[config.mk]
export PLATFORM = sky130hd
export DESIGN_NAME = io_bus_bridge
export DESIGN_NICKNAME = d
export VERILOG_FILES = /design/src/rtl/io_bridge_pkg.sv /design/src/rtl/io_addr_decode.sv /design/src/rtl/io_bus_bridge.sv
export SDC_FILE = /design/constraint.sdc
export NUM_CORES = 1
export LEC_CHECK = 0
export ABC_AREA = 1
export CORE_MARGIN = 2
export CORE_UTILIZATION = 42
export CTS_CLUSTER_DIAMETER = 200
export DETAILED_ROUTE_END_ITERATION = 8
export PLACE_DENSITY = 0.88
export SYNTH_ARGS = -nofsm -noshare
export SYNTH_HDL_FRONTEND = slang
export SYNTH_HIERARCHICAL = 1
export SYNTH_SLANG_ARGS = --single-unit
[constraint.sdc]
create_clock -name clk -period 2.55 [get_ports clk]
set_input_delay 0.51 -clock clk [delete_from_list [all_inputs] [get_ports clk]]
set_output_delay 0.51 -clock clk [all_outputs]
set_load 0.005 [all_outputs]
[src/rtl/io_bridge_pkg.sv]
`default_nettype none
// ============================================================================
// Module   : io_bridge_pkg
// Purpose  : Shared types and constants for the memory-mapped I/O bus bridge.
// Revision : 1.0 - initial release
// ============================================================================
package io_bridge_pkg;

    typedef enum logic [1:0] {
        IDLE   = 2'd0,
        ACCESS = 2'd1,
        DONE   = 2'd2
    } io_bridge_state_t;

    localparam logic [31:0] ERR_DATA = 32'hDEAD_BEEF;

    // Eight 32-bit window bases, 0x7f00 + i*256, port 0 in the low word.
    localparam logic [255:0] c_default_bases = {
        32'h0000_8600, 32'h0000_8500, 32'h0000_8400, 32'h0000_8300,
        32'h0000_8200, 32'h0000_8100, 32'h0000_8000, 32'h0000_7f00
    };

    function automatic int clog2_min1(input int n);
        return (n <= 2) ? 1 : $clog2(n);
    endfunction

endpackage
`default_nettype wire

[src/rtl/io_addr_decode.sv]
`default_nettype none
// ============================================================================
// Module   : io_addr_decode
// Purpose  : Window decoder; lowest-indexed matching port wins on overlap.
// Revision : 1.0 - initial release
// ============================================================================
module io_addr_decode
    import io_bridge_pkg::*;
#(
    parameter int                          NUM_PORTS  = 4,
    parameter int                          ADDR_W     = 32,
    parameter int                          REGION_AW  = 8,
    parameter logic [NUM_PORTS*ADDR_W-1:0] BASE_ADDRS = c_default_bases[NUM_PORTS*ADDR_W-1:0],
    parameter int                          IDX_W      = clog2_min1(NUM_PORTS)
) (
    input  logic [ADDR_W-REGION_AW-1:0] page_i,
    output logic                        hit_o,
    output logic [NUM_PORTS-1:0]        sel_o,
    output logic [IDX_W-1:0]            idx_o
);

    logic [NUM_PORTS-1:0] w_match;

    for (genvar i = 0; i < NUM_PORTS; i++) begin : g_match
        assign w_match[i] =
            (page_i == BASE_ADDRS[i*ADDR_W+REGION_AW +: ADDR_W-REGION_AW]);
    end

    assign hit_o = |w_match;

    // Walk from the top so the lowest matching index overwrites the rest.
    always_comb begin
        sel_o = '0;
        idx_o = '0;
        for (int i = NUM_PORTS - 1; i >= 0; i--) begin
            if (w_match[i]) begin
                sel_o    = '0;
                sel_o[i] = 1'b1;
                idx_o    = IDX_W'(i);
            end
        end
    end

endmodule
`default_nettype wire

[src/rtl/io_bus_bridge.sv]
`default_nettype none
// ============================================================================
// Module   : io_bus_bridge
// Purpose  : Stalling request/ack bridge from the data-memory port to I/O ports.
// Revision : 1.0 - initial release
// ============================================================================
module io_bus_bridge
    import io_bridge_pkg::*;
#(
    parameter int                          NUM_PORTS      = 4,
    parameter int                          DATA_W         = 32,
    parameter int                          ADDR_W         = 32,
    parameter int                          REGION_AW      = 8,
    parameter logic [NUM_PORTS*ADDR_W-1:0] BASE_ADDRS     = c_default_bases[NUM_PORTS*ADDR_W-1:0],
    parameter int                          TIMEOUT_CYCLES = 16
) (
    input  logic                        clk,
    input  logic                        rst_n,
    input  logic [ADDR_W-1:0]           address,
    input  logic                        MemRead,
    input  logic                        MemWrite,
    input  logic [DATA_W-1:0]           io_memory_write,
    output logic [DATA_W-1:0]           io_memory_read,
    output logic                        valid_io_read,
    output logic                        io_stall,
    output logic                        bus_error,
    output logic [NUM_PORTS-1:0]        p_sel,
    output logic                        p_wr,
    output logic [REGION_AW-1:0]        p_addr,
    output logic [DATA_W-1:0]           p_wdata,
    input  logic [NUM_PORTS*DATA_W-1:0] p_rdata,
    input  logic [NUM_PORTS-1:0]        p_ack
);

    localparam int               IDX_W    = clog2_min1(NUM_PORTS);
    localparam int               CNT_W    = clog2_min1(TIMEOUT_CYCLES);
    localparam logic [CNT_W-1:0] CNT_LAST = CNT_W'(TIMEOUT_CYCLES - 1);

    io_bridge_state_t       state_q, state_d;
    logic [IDX_W-1:0]       idx_q, idx_d;
    logic [NUM_PORTS-1:0]   sel_q, sel_d;
    logic                   wr_q, wr_d;
    logic [REGION_AW-1:0]   addr_q, addr_d;
    logic [DATA_W-1:0]      wdata_q, wdata_d;
    logic [DATA_W-1:0]      rdata_q, rdata_d;
    logic                   err_q, err_d;
    logic [CNT_W-1:0]       cnt_q, cnt_d;

    logic                   w_hit;
    logic [NUM_PORTS-1:0]   w_dec_sel;
    logic [IDX_W-1:0]       w_dec_idx;
    logic                   w_ack;
    logic [DATA_W-1:0]      w_port_rdata;

    io_addr_decode #(
        .NUM_PORTS  (NUM_PORTS),
        .ADDR_W     (ADDR_W),
        .REGION_AW  (REGION_AW),
        .BASE_ADDRS (BASE_ADDRS),
        .IDX_W      (IDX_W)
    ) u_decode (
        .page_i (address[ADDR_W-1:REGION_AW]),
        .hit_o  (w_hit),
        .sel_o  (w_dec_sel),
        .idx_o  (w_dec_idx)
    );

    // Only the latched port can complete the access; other acks are strays.
    assign w_ack        = p_ack[idx_q];
    assign w_port_rdata = p_rdata[int'(idx_q)*DATA_W +: DATA_W];

    always_comb begin
        state_d       = state_q;
        idx_d         = idx_q;
        sel_d         = sel_q;
        wr_d          = wr_q;
        addr_d        = addr_q;
        wdata_d       = wdata_q;
        rdata_d       = rdata_q;
        err_d         = err_q;
        cnt_d         = cnt_q;
        io_stall      = 1'b0;
        valid_io_read = 1'b0;

        case (state_q)
            IDLE: begin
                if ((MemRead || MemWrite) && w_hit) begin
                    io_stall = 1'b1;
                    idx_d    = w_dec_idx;
                    sel_d    = w_dec_sel;
                    wr_d     = MemWrite;
                    addr_d   = address[REGION_AW-1:0];
                    wdata_d  = io_memory_write;
                    cnt_d    = '0;
                    state_d  = ACCESS;
                end
            end
            ACCESS: begin
                io_stall = 1'b1;
                cnt_d    = cnt_q + CNT_W'(1);
                if (w_ack) begin
                    if (!wr_q) begin
                        rdata_d = w_port_rdata;
                    end
                    sel_d   = '0;
                    state_d = DONE;
                end else if (cnt_q == CNT_LAST) begin
                    if (!wr_q) begin
                        rdata_d = DATA_W'(ERR_DATA);
                    end
                    err_d   = 1'b1;
                    sel_d   = '0;
                    state_d = DONE;
                end
            end
            DONE: begin
                // Unconditional return to IDLE keeps the held request from re-issuing.
                valid_io_read = !wr_q;
                state_d       = IDLE;
            end
            default: begin
                state_d = IDLE;
            end
        endcase
    end

    always_ff @(posedge clk or negedge rst_n) begin
        if (!rst_n) begin
            state_q <= IDLE;
            idx_q   <= '0;
            sel_q   <= '0;
            wr_q    <= 1'b0;
            addr_q  <= '0;
            wdata_q <= '0;
            rdata_q <= '0;
            err_q   <= 1'b0;
            cnt_q   <= '0;
        end else begin
            state_q <= state_d;
            idx_q   <= idx_d;
            sel_q   <= sel_d;
            wr_q    <= wr_d;
            addr_q  <= addr_d;
            wdata_q <= wdata_d;
            rdata_q <= rdata_d;
            err_q   <= err_d;
            cnt_q   <= cnt_d;
        end
    end

    assign io_memory_read = rdata_q;
    assign bus_error      = err_q;
    assign p_sel          = sel_q;
    assign p_wr           = wr_q;
    assign p_addr         = addr_q;
    assign p_wdata        = wdata_q;

endmodule
`default_nettype wire
==> results.json, run 1 <==
{
  "status": "completed",
  "synthMuxAreaShare_pct": 0,
  "vias_per_cell": 4.94,
  "p_per_area_mw_per_mm2": 392,
  "place.gp.congestion": 0.872,
  "dieHeight_um": 112,
  "grt_use_total_pct": 26.4,
  "hold_ws_ns": 0.185,
  "worstSetupEndpointType": "primary output",
  "critPathKind": "input port to primary output",
  "synth_area_sq_mm": 0.00491,
  "hold_violations": 0,
  "overflow": 0,
  "cpPeakStageDelay_ns": 0.40,
  "core_area_sq_mm": 0.0114,
  "syn_avg_cell_area_sq_um": 6.71,
  "vias": 5639,
  "dr.pass1.iters": 5,
  "clock-root-buffer": "clkbuf_16",
  "finalSetupViolations": 0,
  "synthSimpleGateAreaFrac_pct": 47.2,
  "final_core_util_pct": 71.0,
  "ys_warn_count": 6,
  "cts_made_buffers": 9,
  "grt_max_degree": 57,
  "ir_drop_v": 0.000288,
  "place_ws_ns": -0.273,
  "nFillCells": 961,
  "critPathMaxFanout": 3,
  "synth-async-reset-ratio_pct": 100,
  "dp.final_hpwl_um": 12400,
  "slew_headroom_pct": 57.8,
  "finalCriticalPeriod_ns": 2.42,
  "routed_wirelength_um": 16500,
  "worstPathRequired_ns": 2.04,
  "regArea_sq_mm": 0.00215,
  "finalCritPeriodShare_pct": 94.9,
  "routedWlPerCell_um": 14.5,
  "finalWorstSetupSlack_ns": 0.130,
  "start_util_pct": 43.0,
  "clkLatencyLatePin_ns": 0.34,
  "num_io_pins": 280,
  "ctsHoldBuffers": 0,
  "syn_nets": 932,
  "final_common_cell": "nand2_1",
  "drt_iter0_drc": 471,
  "dieArea_sq_mm": 0.0126,
  "fp.dieW_um": 112,
  "grt_first_pass_wirelength_um": 26700,
  "synth_top_area_share_pct": 43.8,
  "grtUsageMet1_pct": 30.9,
  "grtUsageMet2_pct": 45.9,
  "critPathSlowestCell": "clkdlybuf4s50_1",
  "clock-sinks": 86,
  "path_buf_inv": 3,
  "crit_arrival_ns": 1.91,
  "p_leak_uw": 0.00400,
  "htreeDepth": 3,
  "synth_top_family_by_area": "simple AND/OR/NAND/NOR gates",
  "yosysUniqueCellTypes": 26,
  "antenna_found_initial": 0,
  "min_path_type": "input port to async pin",
  "fin_tns_setup_ns": 0,
  "drive_above_1_share_pct": 5.51,
  "p_sw_uw": 687,
  "drc": 0,
  "grt_pass1_vias": 5465,
  "rr_worst_depth": 7,
  "clkTransAtPathRegs_ns": 0.07,
  "final_nets": 1194,
  "syn_inst": 731,
  "n_antenna_cell": 0,
  "tightest_slew_ns": 0.633,
  "synthAdderAreaFrac_pct": 0.255,
  "cts_buffer_depth": 2,
  "synth_top_area_cell": "dfrtp_1",
  "ys_top_cells_by_area": "dfrtp_1 (44%), nand2_1 (32%), nand3_1 (7.3%)",
  "final_antenna_net_count": 0,
  "seqPwrFrac_pct": 42.9,
  "maxCapViolCount": 0,
  "ys_seq_area_share_pct": 43.8,
  "fmax_mhz": 413,
  "switching_share_pct": 21.6,
  "power_uw": 3180,
  "rsz0062_at_grt": "false",
  "rows": 39,
  "startpoint_type": "input port",
  "p_int_uw": 2490,
  "synth_seq_cells": 86,
  "timing.critical_path.mode_cell": "nand2_1",
  "synth_edf_count": 0,
  "area_growth_pct": 65.2,
  "portBuffers": 279,
  "multiInputGateArea_sq_mm": 0.00240,
  "synthFlopType": "dfrtp_1",
  "comb_power_share_pct": 14.1,
  "clock_power_share_pct": 43.1,
  "slew_viol_final": 0,
  "critPathTopFamily": "simple AND/OR/NAND/NOR gates",
  "fin_skew_ns": 0.0115,
  "cp.depth": 11,
  "cts_tree": "done",
  "busiest_layer": "met2",
  "grtUsageMet3_pct": 7.83,
  "path_cells": "clkdlybuf4s50_1 -> inv_1 -> nand2_1 -> nor2_1 -> nand2_1 -> nor2_4 -> o21ai_1 -> nand2_1 -> nand3_2 -> nand2_1 -> buf_2",
  "mostFrequentLayoutCells": "nand2_1 (413), clkdlybuf4s50_1 (277), dfrtp_1 (85), nand3_1 (72), nand4_1 (34)",
  "synth-compound-area-share_pct": 1.40,
  "synth-xor-area-share_pct": 0
}
-- logic make-up (layout without fill, tap and decap cells) --
family                   count (synthesis)  in the layout
AO/OA/AOI/OAI                           12             12
adder cells (fa/ha/maj)                  1              1
buffers and inverters                   77            344
flip-flops                              86             86
AND/OR/NAND/NOR                        555            555
-- state kept, by name, summed over array words and instances, names as in the netlist --
register / count
idx_q: 2
p_addr: 8
p_wr: 1
state_q: 2
cnt_q: 4
p_wdata: 32
io_memory_read: 32
bus_error: 1
p_sel: 4
-- final timing paths --
path                        startpoint                 to  slack, ns
max                        address[28]           io_stall       0.13
min                              rst_n        p_wdata[10]       0.18
max reg2reg                   idx_q[1]  io_memory_read[5]       0.70
min reg2reg                   cnt_q[3]           cnt_q[3]       0.47
max in group asynchronous        rst_n           cnt_q[2]       1.80
min in group clk              cnt_q[3]           cnt_q[3]       0.47
-- layer usage --
metal / vias to the layer above / routed length, um
li1: 2820 / -
met1: 2546 / 6530
met2: 227 / 8200
met3: 46 / 1280
met4: 0 / 510
met5: - / 0
-- cell usage after synthesis, types with 2 or more instances --
cell type  number
inv_1          26
dfrtp_1        86
buf_4           8
nor2_2          8
nand3_1        72
inv_2           4
nand4_1        34
nand2_2         2
clkbuf_1        6
buf_2          29
or2_1           2
buf_1           2
o31ai_1         2
nor2_1         20
a21oi_1         4
o21ai_0         4
nand2_1       413
-- worst reg2reg max path: cells and delay by family (launching register included) --
| family | cells | cell delay (ns) |
|---|---|---|
| buffers and inverters | 1 | 0.26 |
| flip-flops | 1 | 0.40 |
| AND/OR/NAND/NOR | 6 | 1.08 |
-- metrics by stage --
stage / std cells / instance area [sq um]
final: 1141 / 8110
after floorplan: 731 / 4910
after detailed placement: 1125 / 7800
after global placement: 1125 / 7800
after global routing: 1141 / 8110
after CTS: 1141 / 8110
-- repair_timing --
item / in CTS / in global routing
pin swaps: 0 / 2
endpoints found under the setup margin: 1 / 1
gates resized for setup: 2 / 2
hold endpoints to repair: 0 / 0
buffers inserted: 0 / 0
-- power groups by stage --
stage | clock (uW) | combinational (uW) | sequential (uW)
CTS | 1390 | 451 | 1360
global route | 1470 | 488 | 1360
floorplan | 0 | 89.8 | 1390
finish | 1370 | 447 | 1360
detailed placement | 0 | 449 | 1390
global placement | 0 | 444 | 1390
-- cell type report --
type	instances	share of cell area, %
tap	143	2.21
sequential	86	26.6
timing repair buffer	296	36.2
inverter	32	1.51
clock buffer	11	3.12
clock inverter	5	0.787
multi-input combinational	568	29.6
(Power assumes the default switching activity.)
==> run 2: changes to the inputs <==
Settings changed: CAP_MARGIN set to 10.
==> results of run 2 <==
The final DEF is identical to that of run 1; final timing and power are the same.
==> run 3: changes to the inputs <==
Settings changed: CAP_MARGIN 10 to 20, CTS_CLUSTER_DIAMETER 200 to not set.
==> results of run 3 <==
The final DEF is identical to that of run 1; final timing and power are the same.
